[src/rtl/rsa_byte_sequencer.sv]
// Upstream feeder for the RSA core: range-checked byte FIFO, one core launch per byte,
// timeout recovery, and a valid/ready result port with a round-trip match flag.
module rsa_byte_sequencer #(
  parameter int DEPTH   = 8,
  parameter int N       = 21,
  parameter int TIMEOUT = 1023,
  parameter int GAP     = 2
) (
  input  logic                   clk,
  input  logic                   rst,
  input  logic [7:0]             in_data,
  input  logic                   in_valid,
  output logic                   in_ready,
  output logic                   core_start,
  output logic [7:0]             core_data,
  input  logic [7:0]             core_enc,
  input  logic [7:0]             core_dec,
  input  logic                   core_done,
  output logic [7:0]             out_enc,
  output logic [7:0]             out_dec,
  output logic                   out_match,
  output logic                   out_valid,
  input  logic                   out_ready,
  output logic                   err_range,
  output logic                   err_timeout,
  output logic                   busy,
  output logic [$clog2(DEPTH):0] fifo_count
);

  localparam int AW     = $clog2(DEPTH);
  localparam int CW     = $clog2(((TIMEOUT > GAP) ? TIMEOUT : GAP) + 1);
  localparam int GAP_M1 = (GAP > 0) ? GAP - 1 : 0;

  localparam logic [AW:0]   FULL     = DEPTH[AW:0];
  localparam logic [8:0]    N_LIM    = N[8:0];
  localparam logic [CW-1:0] TO_LAST  = TIMEOUT[CW-1:0];
  localparam logic [CW-1:0] GAP_LAST = GAP_M1[CW-1:0];

  typedef enum logic [2:0] {
    S_IDLE,
    S_LAUNCH,
    S_WAIT,
    S_EMIT,
    S_RECOVER
  } state_t;

  state_t        r_state, w_next;
  logic [7:0]    r_mem [DEPTH];
  logic [AW-1:0] r_wr_ptr, r_rd_ptr;
  logic [AW:0]   r_count;
  logic [7:0]    r_core_data;
  logic [CW-1:0] r_cnt;
  logic [7:0]    r_out_enc, r_out_dec;
  logic          r_out_match, r_err_range, r_err_timeout;

  logic w_xfer, w_in_ok, w_push, w_pop;
  logic w_capture, w_timeout, w_cnt_clr, w_cnt_inc, w_start, w_valid;

  assign in_ready = !rst && (r_count != FULL);
  assign w_xfer   = in_valid && in_ready;
  assign w_in_ok  = {1'b0, in_data} < N_LIM;
  // A full FIFO deasserts in_ready, so a same-cycle pop never makes room for a push.
  assign w_push   = w_xfer && w_in_ok;

  // NOTE: storage has no reset; only the pointers and count define what is valid.
  always_ff @(posedge clk) begin
    if (w_push) r_mem[r_wr_ptr] <= in_data;
  end

  // NOTE: every sequential block uses <= so all registers update from pre-edge values.
  always_ff @(posedge clk or posedge rst) begin
    if (rst) begin
      r_wr_ptr <= '0;
      r_rd_ptr <= '0;
      r_count  <= '0;
    end else begin
      if (w_push) r_wr_ptr <= r_wr_ptr + 1'b1;
      if (w_pop)  r_rd_ptr <= r_rd_ptr + 1'b1;
      if (w_push && !w_pop)      r_count <= r_count + 1'b1;
      else if (w_pop && !w_push) r_count <= r_count - 1'b1;
    end
  end

  always_ff @(posedge clk or posedge rst) begin
    if (rst) r_state <= S_IDLE;
    else     r_state <= w_next;
  end

  // NOTE: defaults first so no path through the case can infer a latch.
  always_comb begin
    w_next    = r_state;
    w_pop     = 1'b0;
    w_capture = 1'b0;
    w_timeout = 1'b0;
    w_cnt_clr = 1'b0;
    w_cnt_inc = 1'b0;
    w_start   = 1'b0;
    w_valid   = 1'b0;
    case (r_state)
      S_IDLE: begin
        if (r_count != '0) begin
          w_pop  = 1'b1;
          w_next = S_LAUNCH;
        end
      end
      S_LAUNCH: begin
        w_start   = 1'b1;
        w_cnt_clr = 1'b1;
        w_next    = S_WAIT;
      end
      S_WAIT: begin
        w_start   = 1'b1;
        w_cnt_inc = 1'b1;
        if (core_done) begin
          w_capture = 1'b1;
          w_next    = S_EMIT;
        end else if (r_cnt == TO_LAST) begin
          w_timeout = 1'b1;
          w_cnt_clr = 1'b1;
          w_next    = S_RECOVER;
        end
      end
      S_EMIT: begin
        w_start = 1'b1;
        w_valid = 1'b1;
        if (out_ready) begin
          w_cnt_clr = 1'b1;
          w_next    = S_RECOVER;
        end
      end
      S_RECOVER: begin
        // Leave only after the minimum gap and once the core has dropped done.
        if (r_cnt < GAP_LAST)  w_cnt_inc = 1'b1;
        else if (!core_done)   w_next    = S_IDLE;
      end
      default: w_next = S_IDLE;
    endcase
  end

  always_ff @(posedge clk or posedge rst) begin
    if (rst) begin
      r_core_data   <= '0;
      r_cnt         <= '0;
      r_out_enc     <= '0;
      r_out_dec     <= '0;
      r_out_match   <= 1'b0;
      r_err_range   <= 1'b0;
      r_err_timeout <= 1'b0;
    end else begin
      if (w_pop) r_core_data <= r_mem[r_rd_ptr];
      if (w_cnt_clr)      r_cnt <= '0;
      else if (w_cnt_inc) r_cnt <= r_cnt + 1'b1;
      if (w_capture) begin
        r_out_enc   <= core_enc;
        r_out_dec   <= core_dec;
        r_out_match <= (core_dec == r_core_data);
      end
      r_err_range   <= w_xfer && !w_in_ok;
      r_err_timeout <= w_timeout;
    end
  end

  assign core_start  = w_start;
  assign core_data   = r_core_data;
  assign out_valid   = w_valid;
  assign out_enc     = r_out_enc;
  assign out_dec     = r_out_dec;
  assign out_match   = r_out_match;
  assign err_range   = r_err_range;
  assign err_timeout = r_err_timeout;
  assign fifo_count  = r_count;
  assign busy        = (r_state != S_IDLE) || (r_count != '0);

endmodule
[config.mk]
export PLATFORM = sky130hd
export DESIGN_NAME = rsa_byte_sequencer
export DESIGN_NICKNAME = d
export VERILOG_FILES = /design/src/rtl/rsa_byte_sequencer.sv
export SDC_FILE = /design/constraint.sdc
export NUM_CORES = 1
export LEC_CHECK = 0
export CORE_MARGIN = 2
export CORE_UTILIZATION = 40
export CTS_CLUSTER_SIZE = 28
export DETAILED_ROUTE_END_ITERATION = 12
export PLACE_DENSITY = 0.72
export SYNTH_ARGS = -nofsm -noshare
export SYNTH_HDL_FRONTEND = slang
export SYNTH_SLANG_ARGS = --single-unit
[constraint.sdc]
create_clock -name clk -period 3.5 [get_ports clk]
set_input_delay 0.525 -clock clk [delete_from_list [all_inputs] [get_ports clk]]
set_output_delay 0.525 -clock clk [all_outputs]
set_load 0.01 [all_outputs]
==> results.json <==
{
  "outcome": "finished, final reports clean",
  "cts_made_buffers": 17,
  "core-area_mm2": 0.0120,
  "grt_overflow_total": 0,
  "use_met2_pct": 26.5,
  "hold_depth": 1,
  "clk_pin_slew_ps": 60,
  "use_met1_pct": 21.8,
  "final_cells": 555,
  "ys_warn_count": 0,
  "syn_area_mm2": 0.00489,
  "yosysUniqueCellTypes": 48,
  "setup_viol": 0,
  "rrSetupSlack_ps": 650,
  "hold_path_class": "flop to flop",
  "p_leak_nw": 2.40,
  "clkLatencyLatePin_ps": 410,
  "drt-total-wl_um": 9920,
  "dieArea_mm2": 0.0131,
  "yosysMostFrequentCell": "edfxtp_1",
  "yosys-top-cells-area": "edfxtp_1 39%, dfrtp_1 26%, mux4_2 7.4%, mux2_2 4.4%, xor2_1 2.3%",
  "start_util_pct": 40.9,
  "drc": 0,
  "cts.repair.resized": 0,
  "cts_buffer_depth": 2,
  "grt_first_pass_wirelength_um": 16300,
  "period_needed_ps": 2850,
  "fin_util_pct": 52.6,
  "dp.cells": 523,
  "ys_ff_latch": 114,
  "setup_tns_ps": 0,
  "use_met3_pct": 4.87,
  "place_area_mm2": 0.00570,
  "die_y_um": 115,
  "die_w_um": 115,
  "syn-mean-instance-area_um2": 15.6,
  "worst_setup_path_start_kind": "flop",
  "cts_setup_buffers": 0,
  "finalHoldViolCount": 0,
  "htreeDepth": 4,
  "relSlewSlack_pct": 28.5,
  "gp_congestion": 0.796,
  "fin_area_mm2": 0.00629,
  "ir_worst_vdd_uv": 372,
  "hpwl_um": 6400,
  "hold_ws_ps": 503,
  "syn2layout_area_growth_pct": 28.7,
  "power_density_mw_per_mm2": 830,
  "synth_edf_count": 64,
  "grt.busiest_layer": "met2",
  "rsz0062_at_grt": "false",
  "drt_iter0_markers": 142,
  "via_per_inst": 5.20,
  "synth_area_leader_cell": "edfxtp_1",
  "period_share_pct": 81.4,
  "grt_max_degree": 35,
  "cts_sinks": 114,
  "core.rowCount": 40,
  "wire_per_inst_um": 17.9,
  "timing.rr.end": "fifo_count[3]",
  "antenna_found_initial": 0,
  "drt_pass1_iterations": 4,
  "yosysTopAreaCellShare_pct": 39.3,
  "vias": 2884,
  "worstSetupPathType": "flop to flop",
  "track_usage_pct": 16.5,
  "worstReg2RegStart": "fifo_count[0]",
  "max_clock_freq_mhz": 351,
  "ios": 64,
  "drive_gt1_share_pct": 21.3,
  "drv_slew": 0,
  "synth_nets": 350,
  "cts_tree": "yes",
  "hold_buffers": 0,
  "tightest_slew_ps": 1070,
  "syn_inst": 313,
  "grt_pass1_vias": 3025,
  "crit_fanout": 19,
  "synthFlopType": "edfxtp_1",
  "cts-root-buf": "clkbuf_16",
  "end_kind": "flop",
  "finClkSkew_ps": 13.8,
  "reg2reg_depth": 9,
  "detail-route-antenna-nets": 0,
  "port_buffers": 63,
  "n_antenna_cell": 0,
  "hold-path-endpoint": "out_enc[4]",
  "cp.required_ps": 3820,
  "holdCritStartpoint": "out_enc[4]",
  "synthArstFlopShare_pct": 43.9,
  "drv_cap": 0,
  "yosysSeqAreaShare_pct": 64.9,
  "nets": 432,
  "cp.arrival_ps": 3170,
  "synth_common_cells": "64 x edfxtp_1, 50 x dfrtp_1, 19 x mux2_2"
}
-- cell usage in the layout, fill, tap and decap left out, types with 12 or more instances in the layout --
master	synthesis	final
mux4_2	16	16
edfxtp_1	64	64
nor2_1	18	18
buf_4	3	12
clkbuf_16	0	17
dfrtp_1	50	50
xor2_1	13	13
o21ai_0	14	14
nand2_1	12	12
clkdlybuf4s50_1	0	63
mux2_2	19	19
-- worst max-delay path, stage by stage (launching register included) --
cell and delay (ps):
dfrtp_1 460, or4_1 670, nand2_2 330, ha_1 230, inv_1 90, ha_1 280
a21o_1 170, a21oi_1 170, mux2i_1 230, xnor2_1 130
-- per-stage QoR --
step / power (mW) / worst slack [ps]
2_1_floorplan: 2.97 / 871
6_report: 5.22 / 651
5_1_grt: 5.53 / 426
3_3_place_gp: 3.51 / 351
4_1_cts: 5.28 / 618
3_5_place_dp: 3.57 / 254
-- registers in the layout, summed over array words and instances, names as in the netlist --
name / count
fifo_count: 4
r_state: 3
r_mem: 64
out_match: 1
err_timeout: 1
out_enc: 8
core_data: 8
r_rd_ptr: 3
err_range: 1
out_dec: 8
r_wr_ptr: 3
r_cnt: 10
-- power breakdown --
group | internal [mW] | switching (mW) | total [mW] | leakage (nW)
combinational | 0.901 | 0.623 | 1.52 | 0.915
clock | 1.06 | 0.626 | 1.68 | 0.286
sequential | 1.66 | 0.354 | 2.01 | 1.20
-- area by class of cell --
class | count | area (um2)
clock inverters | 14 | 159
flip-flops and latches | 114 | 3170
inverters | 9 | 33.8
multi-input cells | 178 | 1590
fillers | 987 | 5670
well taps | 147 | 184
clock buffers | 18 | 429
repair buffers | 75 | 721
-- cell families (layout without fill, tap and decap cells) --
kind of cell	after synthesis	count (layout)	share of synthesized area (%)
flops	114	114	64.9
simple gates	75	75	9.14
mux	46	46	14.0
compound gates	26	26	3.05
xor+xnor	23	23	4.12
buf+inv	21	116	2.56
fa+ha+maj	8	8	2.20
-- worst max-delay path by stage --
stage                         end  depth (start not counted)          start  slack, ps
floorplan           fifo_count[3]                         10  fifo_count[0]        870
CTS                 fifo_count[3]                          9  fifo_count[0]        620
detailed placement  fifo_count[3]                         12     in_data[1]        250
global route        fifo_count[3]                         12     in_data[1]        430
global placement    fifo_count[3]                         12     in_data[0]        350
finish              fifo_count[3]                          9  fifo_count[0]        650
-- layer usage --
layer,part of all wire (%),vias to the layer above
met4,0.83,0
met2,50,85
li1,-,1349
met5,0,-
met1,45,1444
met3,4.4,6
Note: power is estimated with default switching activity, not from simulation.
